### src/rtl/stopwatch_pkg.sv
// stopwatch_pkg
// Shared definitions for the stopwatch controller.
//   state_e   : controller state encoding (RUN, PAUSED, ADJUST)
//   FIELD_W   : width of the minute and second fields
//   MAX_FIELD : largest value either field may hold
//   field_inc : modulo-60 increment of one field
package stopwatch_pkg;

    localparam int FIELD_W = 6;
    localparam logic [FIELD_W-1:0] MAX_FIELD = 6'd59;

    typedef enum logic [1:0] {
        ST_RUN    = 2'd0,
        ST_PAUSED = 2'd1,
        ST_ADJUST = 2'd2
    } state_e;

    // Anything at or above 59 wraps to 0, so an out-of-range value can
    // never be propagated further.
    function automatic logic [FIELD_W-1:0] field_inc(input logic [FIELD_W-1:0] v);
        return (v >= MAX_FIELD) ? '0 : v + FIELD_W'(1);
    endfunction

endpackage

### src/rtl/tick_gen.sv
// tick_gen
// Modulo-DIV prescaler producing a one-cycle tick on its terminal count.
//   clk   : system clock
//   rst_n : synchronous active-low reset
//   en    : count enable; the count holds while low
//   clr   : synchronous clear to 0, overrides en
//   cnt   : current prescaler count, 0 .. DIV-1
//   tick  : combinational, high while en is high and cnt is DIV-1
module tick_gen #(
    parameter int DIV = 4,
    localparam int CW = $clog2(DIV)
) (
    input  logic          clk,
    input  logic          rst_n,
    input  logic          en,
    input  logic          clr,
    output logic [CW-1:0] cnt,
    output logic          tick
);

    logic [CW-1:0] cnt_q;
    logic [CW-1:0] cnt_d;

    assign tick = en && (cnt_q == CW'(DIV - 1));
    assign cnt  = cnt_q;

    always_comb begin
        cnt_d = cnt_q;
        if (clr) begin
            cnt_d = '0;
        end else if (en) begin
            cnt_d = tick ? '0 : cnt_q + CW'(1);
        end
    end

    always_ff @(posedge clk) begin
        if (!rst_n) begin
            cnt_q <= '0;
        end else begin
            cnt_q <= cnt_d;
        end
    end

endmodule

### src/rtl/stopwatch_ctrl.sv
// stopwatch_ctrl
// Run/pause/adjust sequencer owning the minute and second registers that
// feed the seven-segment driver.
//   clk        : system clock
//   rst_n      : synchronous active-low reset
//   pause_p    : one-cycle pulse, toggles RUN/PAUSED (ignored in ADJUST)
//   clr_p      : one-cycle pulse, clears time and both prescalers
//   adj_en     : level, selects ADJUST mode
//   adj_sel    : level, 0 adjusts minutes, 1 adjusts seconds
//   min, sec   : registered time fields, 0..59
//   running    : registered, high in RUN
//   blank_min  : registered blink flag for the minute digits
//   blank_sec  : registered blink flag for the second digits
// Build option: STOPWATCH_BLINK_EN enables the adjust blink flags; without
// it both flags are tied low.
//
// state     | meaning
// ----------+---------------------------------------------------
// ST_RUN    | second prescaler counting, time advances at 1 Hz
// ST_PAUSED | time and second prescaler frozen
// ST_ADJUST | selected field steps once per ADJ_TICKS cycles
module stopwatch_ctrl
    import stopwatch_pkg::*;
#(
    parameter int TICKS_PER_SEC = 100_000_000,
    parameter int ADJ_TICKS     = 50_000_000
) (
    input  logic               clk,
    input  logic               rst_n,
    input  logic               pause_p,
    input  logic               clr_p,
    input  logic               adj_en,
    input  logic               adj_sel,
    output logic [FIELD_W-1:0] min,
    output logic [FIELD_W-1:0] sec,
    output logic               running,
    output logic               blank_min,
    output logic               blank_sec
);

    localparam int SEC_W = $clog2(TICKS_PER_SEC);
    localparam int ADJ_W = $clog2(ADJ_TICKS);

    state_e             state_q, state_d;
    logic [FIELD_W-1:0] min_q, min_d;
    logic [FIELD_W-1:0] sec_q, sec_d;
    logic               running_q;

    logic [SEC_W-1:0]   sec_cnt;
    logic [ADJ_W-1:0]   adj_cnt;
    logic               sec_tick;
    logic               adj_tick;
    logic               adj_clr;

    // Entering ADJUST restarts the adjust period so the first step lands a
    // full ADJ_TICKS after entry.
    assign adj_clr = clr_p || (adj_en && (state_q != ST_ADJUST));

    tick_gen #(.DIV(TICKS_PER_SEC)) u_sec_tick (
        .clk   (clk),
        .rst_n (rst_n),
        .en    (state_q == ST_RUN),
        .clr   (clr_p),
        .cnt   (sec_cnt),
        .tick  (sec_tick)
    );

    tick_gen #(.DIV(ADJ_TICKS)) u_adj_tick (
        .clk   (clk),
        .rst_n (rst_n),
        .en    (state_q == ST_ADJUST),
        .clr   (adj_clr),
        .cnt   (adj_cnt),
        .tick  (adj_tick)
    );

    // The seconds prescaler count is only needed for debug visibility.
    logic unused_sec_cnt;
    assign unused_sec_cnt = ^sec_cnt;

    always_comb begin
        state_d = state_q;
        if (adj_en) begin
            state_d = ST_ADJUST;
        end else begin
            case (state_q)
                ST_ADJUST: state_d = ST_PAUSED;
                ST_RUN:    if (pause_p) state_d = ST_PAUSED;
                ST_PAUSED: if (pause_p) state_d = ST_RUN;
                default:   state_d = ST_RUN;
            endcase
        end
    end

    // Ticks are decided by the current state; a clear discards them.
    always_comb begin
        min_d = min_q;
        sec_d = sec_q;
        if (clr_p) begin
            min_d = '0;
            sec_d = '0;
        end else if (sec_tick) begin
            sec_d = field_inc(sec_q);
            if (sec_q >= MAX_FIELD) begin
                min_d = field_inc(min_q);
            end
        end else if (adj_tick) begin
            if (adj_sel) begin
                sec_d = field_inc(sec_q);
            end else begin
                min_d = field_inc(min_q);
            end
        end
    end

    always_ff @(posedge clk) begin
        if (!rst_n) begin
            state_q   <= ST_RUN;
            min_q     <= '0;
            sec_q     <= '0;
            running_q <= 1'b1;
        end else begin
            state_q   <= state_d;
            min_q     <= min_d;
            sec_q     <= sec_d;
            running_q <= (state_d == ST_RUN);
        end
    end

    assign min     = min_q;
    assign sec     = sec_q;
    assign running = running_q;

`ifdef STOPWATCH_BLINK_EN
    logic [ADJ_W-1:0] adj_cnt_nxt;
    logic             blink_on;
    logic             blank_min_q, blank_min_d;
    logic             blank_sec_q, blank_sec_d;

    // Flags are registered against the prescaler value that will be live
    // in the same cycle, so blanking lines up with the adjust period.
    always_comb begin
        adj_cnt_nxt = adj_cnt;
        if (adj_clr || adj_tick) begin
            adj_cnt_nxt = '0;
        end else if (state_q == ST_ADJUST) begin
            adj_cnt_nxt = adj_cnt + ADJ_W'(1);
        end
        blink_on    = (state_d == ST_ADJUST) && (adj_cnt_nxt < ADJ_W'(ADJ_TICKS / 2));
        blank_min_d = blink_on && !adj_sel;
        blank_sec_d = blink_on && adj_sel;
    end

    always_ff @(posedge clk) begin
        if (!rst_n) begin
            blank_min_q <= 1'b0;
            blank_sec_q <= 1'b0;
        end else begin
            blank_min_q <= blank_min_d;
            blank_sec_q <= blank_sec_d;
        end
    end

    assign blank_min = blank_min_q;
    assign blank_sec = blank_sec_q;
`else
    logic unused_adj_cnt;
    assign unused_adj_cnt = ^adj_cnt;
    assign blank_min      = 1'b0;
    assign blank_sec      = 1'b0;
`endif

endmodule

### config.mk
export PLATFORM = sky130hd
export DESIGN_NAME = stopwatch_ctrl
export DESIGN_NICKNAME = d
export VERILOG_FILES = /design/src/rtl/stopwatch_pkg.sv /design/src/rtl/tick_gen.sv /design/src/rtl/stopwatch_ctrl.sv
export SDC_FILE = /design/constraint.sdc
export NUM_CORES = 1
export LEC_CHECK = 0
export BUFFER_PORTS_ARGS = -buffer_cell sky130_fd_sc_hd__buf_2
export CELL_PAD_IN_SITES_DETAIL_PLACEMENT = 0
export CELL_PAD_IN_SITES_GLOBAL_PLACEMENT = 2
export CORE_ASPECT_RATIO = 0.5
export CORE_UTILIZATION = 37
export DETAILED_ROUTE_END_ITERATION = 10
export GPL_TIMING_DRIVEN = 0
export PLACE_DENSITY_LB_ADDON = 0.1
export SYNTH_ARGS = -nofsm -noshare
export SYNTH_HDL_FRONTEND = slang
export SYNTH_SLANG_ARGS = --single-unit
### constraint.sdc
create_clock -name clk -period 2.4 [get_ports clk]
set_input_delay 0.48 -clock clk [delete_from_list [all_inputs] [get_ports clk]]
set_output_delay 0.48 -clock clk [all_outputs]
set_load 0.005 [all_outputs]
# After elaboration in Yosys (flattened, before gate mapping)
# Cells that the tools add are included.
# totals
inputBits,6
elab_cells,47
output_inout_bits,15
regBits,68
# classes
reduce_logical,12
eq_ne,7
muxes,15
magnitude_cmp,2
bitwise,1
addsub,4
# op_table
cell,n
$mux 6,9
$add 27x1->27 const B,1
$eq 27x27->1 const B,1
$mux 27,1
$add 26x1->26 const B,1
$eq 26x26->1 const B,1
$mux 26,1
$add 6x1->6 const B,2
$ge 6x6->1 const B,2
$mux 2,3
$pmux 2 s3,1
$logic_not 2->1,2
$ne 2x2->1 const B,2
$reduce_bool 2->1,2
$reduce_or 2->1,2
$logic_and 1x1->1,3
$reduce_and 3->1,1
$eq 2x1->1 const B,1
$eq 2x2->1 const B,1
$ne 2x1->1 const B,1
$reduce_and 2->1,1
$logic_or 1x1->1,1
$not 1->1,1

# Depth between registers and ports, before layout
# logic_depth
depth_word,5
ltp_mapped,8
ltp_nobuf,6

# By module
# A second synthesis with hierarchy kept.
# unflattened
cells_unflattened,393
area_unflattened_um2,3410.8
# modules_own_cells
module,area_each_um2,instances,seq_area_each_um2,cells_per_inst
tick_gen (u_sec_tick),1433.9,1,540.5,156
tick_gen (u_adj_tick),1255.0,1,520.5,152
stopwatch_ctrl,721.9,1,300.3,85

# Worst setup path before layout
# Ideal clock, no wire load.
# synth_path
path_kind,register -> register
start,reg u_adj_tick.cnt_q[0] (netlist: u_adj_tick.cnt[0])
end,reg min_q[2] (netlist: min[2])
path_slack_ns,0.261
synth_period_minus_slack_ns,2.139
t_arrival_ns,2.021
required_time_ns,2.283
n_path_buf,1
setup_time_ns,0.117
path_stages_with_launch,8
cell_sequence,dfxtp_1 > ha_1 > nand4b_4 > or4_4 > or2_0 > buf_6 > o31a_1 > a32o_1
# synth_via
elab_chain_len,4
# synth_lines
element,line,rtl
start: declaration,tick_gen.sv:21,logic [CW-1:0] cnt_q;
start signal: assignment,tick_gen.sv:40,cnt_q <= cnt_d;
$eq 26x26->1,tick_gen.sv:24,assign tick = en && (cnt_q == CW'(DIV - 1));
$logic_and 1x1->1,tick_gen.sv:24,
$reduce_bool 2->1 (no line),-,
$reduce_and 3->1 (no line),-,
end signal: assignment,stopwatch_ctrl.sv:124,min_q <= min_d;
end: declaration,stopwatch_ctrl.sv:45,"logic [FIELD_W-1:0] min_q, min_d;"
# Every way passes these cells.
# A chain may end at the register's enable or synchronous reset.

# Final worst setup path
# layout_path
start,reg u_adj_tick.cnt_q[0] (netlist: u_adj_tick.cnt[0])
end,reg min_q[4] (netlist: min[4])
# Same word-level chain as after synthesis.

==> metrics.md <==
| Metric | Value |
|---|---|
| Status | `completed` |
| Worst Path Required | `2620 ps` |
| First-pass GRT wire length | `13000 um` |
| Area Overhead vs Synth | `16.4%` |
| Syn avg cell area | `8.66 sq um` |
| Die W | `137 um` |
| Worst min path class | `primary input to flop` |
| Least-Margin Pin Slew | `660 ps` |
| Min-delay src | `rst_n` |
| Hold_ws | `432 ps` |
| Yosys top cell area share | `40.6%` |
| Dominant delay contributor by cell family on the critical path | `simple AND/OR/NAND/NOR gates` |
| Die height | `69.3 um` |
| H-tree depth | `3` |
| Register area share after synthesis | `40.6%` |
| Synthesized area | `3350 sq um` |
| IO Pins | `21` |
| CTS max path bufs | `2` |
| # Max-Cap Violations | `0` |
| Final min period | `2280 ps` |
| Grt total ovfl | `0` |
| Worst r2r dst | `min[4]` |
| Vias in the first global route | `2742` |
| Pwr Total | `2.47 mW` |
| Final nets | `428` |
| Starting Density | `38.3%` |
| Post-synth EDFFs | `0` |
| R2R Setup Slk | `120 ps` |
| Leading post-synthesis cells by cell area | `dfxtp_1 (41%), nor2_1 (7.5%), xnor2_1 (7.1%), xor2_1 (6.0%), nand4_1 (3.9%)` |
| Crit end category | `flop` |
| RSZ-0062 raised after global routing | `false` |
| Main flop type after synthesis | `dfxtp_1` |
| Fmax | `438 MHz` |
| Root buffer cell | `clkbuf_16` |
| Clock skew | `4.62 ps` |
| Most common cell after layout, fill and taps aside | `dfxtp_1` |
| Final Max Tran Viols | `0` |
| Crit start category | `flop` |
| Num CTS Buffers | `9` |
| Antenna violations before repair | `0` |
| Critical path arrival | `2500 ps` |
| Asr flop ratio synth | `0%` |
| Slowest cell on crit path | `or4_4` |
| Mapped Cells | `387` |
| Antenna-violating nets left | `0` |
| # port buffers | `18` |
| Final Hold Vio Count | `0` |
| Cell count of the worst reg-to-reg path | `7` |
| Leakage Power | `1.34 nW` |
| Hold EP | `state_q[1]` |
| Cell taking the most area after synthesis | `dfxtp_1` |
| Pwr Density | `634 nW/um^2` |
| GP Congestion | `0.790` |
| Dpl hpwl | `5260 um` |
| TNS Setup | `0 ps` |
| Clk sinks | `68` |
| CP Cell Sequence | `ha_1 > nand4b_4 > or4_4 > or2_0 > buf_6 > o31a_1 > a32o_1` |
| Final Setup Violations | `0` |
| Vias | `2828` |
| Most frequent cells in the layout | `dfxtp_1 (68), nor2_1 (67), xnor2_1 (27), nand2_1 (25), buf_2 (24)` |
| Worst vdd ir | `0.354 mV` |
| Vias per cell | `5.25` |
| Syn. warnings | `0` |
| DRC Markers | `0` |
| Start of the worst register-to-register path | `u_adj_tick.cnt[0]` |
| Antenna cells | `0` |
| Pin count of the biggest net entering global routing | `11` |
| CTS clock-pin slew for the worst setup and hold paths | `50 ps` |
| Slowest cell delay on critical path | `520 ps` |
| Crit path buffers/inverters | `1` |
| Final cycle utilization of the critical path | `95.2%` |
| CTS tree | `built` |
| Global-route usage over all layers | `17.3%` |
| Worst rel slew slack | `55.9%` |
| Register bit total from synthesis | `68` |
| Die ar. | `9460 sq um` |
| Final Util | `44.6%` |
| Wirelength per Cell | `14.0 um` |
| Core area | `8740 sq um` |
| Layout cell share with drive strength beyond 1 | `12.8%` |
| Setup CP Type | `flop to flop` |
| Pre-antenna DRT Iters | `4` |
| Clk_lat worst skew | `330 ps` |
| Initial DRC Count | `92` |
| Fillers | `880` |
| Row Count | `24` |
| Distinct cells, synth | `51` |
| Hold path depth | `2` |
| Worst-path fanout max | `8` |
| Routed WL | `7530 um` |
flip-flops by register name, indices dropped and copies added (netlist names):
name / count
running: 1
u_sec_tick.cnt: 27
sec: 6
min: 6
u_adj_tick.cnt: 26
state_q: 2
metal layers:
metal	vias up	wire length [um]	GRT usage, %
li1	1427	-	-
met1	1353	3700	22.6
met2	38	3480	27.0
met3	10	242	5.56
met4	0	105	5.80
met5	-	0	0
how the worst max path moves through the flow:
stage,from,to,cells past startpoint
final,u_adj_tick.cnt[0],min[4],7
after global placement,u_sec_tick.cnt[3],u_sec_tick.cnt[24],7
after CTS,state_q[1],u_sec_tick.cnt[26],7
after global routing,u_adj_tick.cnt[0],u_adj_tick.cnt[6],8
after detailed placement,state_q[1],u_sec_tick.cnt[25],7
after floorplan,u_adj_tick.cnt[0],min[2],7
final cells by class:
class                           count  area [sq um]  share of cell area [%]
Timing Repair Buffer               20           105                    2.70
Clock buffer                       14           284                    7.28
Multi-Input combinational cell    299          1890                    48.5
Buffer                             16          90.1                    2.31
Inverter                            4          15.0                   0.385
Tap cell                          117           146                    3.75
Clock inverter                      1          5.00                   0.128
Sequential cell                    68          1360                    34.9
synth_stat cells, drive strengths merged, types with 4 or more instances:
cell type  count
nand4         21
nor3          18
or4            5
and3          11
nand3         20
and2           7
and4           5
clkbuf         7
buf           10
nand3b         4
nor4bb         4
a21oi          5
dfxtp         68
nor2          67
xor2          23
nand2         25
inv            4
nor4           5
xnor2         27
ha             4
where the power goes:
group          switching (mW)  internal (mW)
clock network           0.465          0.805
registers             0.00250           1.14
logic                  0.0420         0.0225
total                   0.509           1.96
cells by family (layout without fill, tap and decap cells):
logic type	Yosys count	after routing	synth area share (%)
AND/OR/NAND/NOR	209	209	33.2
flip-flops	68	68	40.6
XOR/XNOR	50	50	13.1
AO/OA/AOI/OAI	30	30	7.06
buffers and inverters	21	55	3.25
adder cells (fa/ha/maj)	5	5	1.79
multiplexers	3	3	0.896
other	1	2	0.112
metrics by stage:
stage | std cells | setup slack [ps] | cell area [sq um]
2_1_floorplan | 388 | 261 | 3350
3_3_place_gp | 523 | 108 | 3590
3_5_place_dp | 523 | 83.6 | 3590
4_1_cts | 538 | 82.1 | 3880
5_1_grt | 539 | 1.69 | 3900
6_report | 539 | 115 | 3900
what timing repair did:
action | 4_1_cts | 5_1_grt
setup buffers | 0 | 2
hold endpoints to repair | 0 | 0
resized for setup | 0 | 1
hold buffers | 0 | 0
endpoints found under the setup margin | 0 | 25
Note: power is estimated with default switching activity, not from simulation.
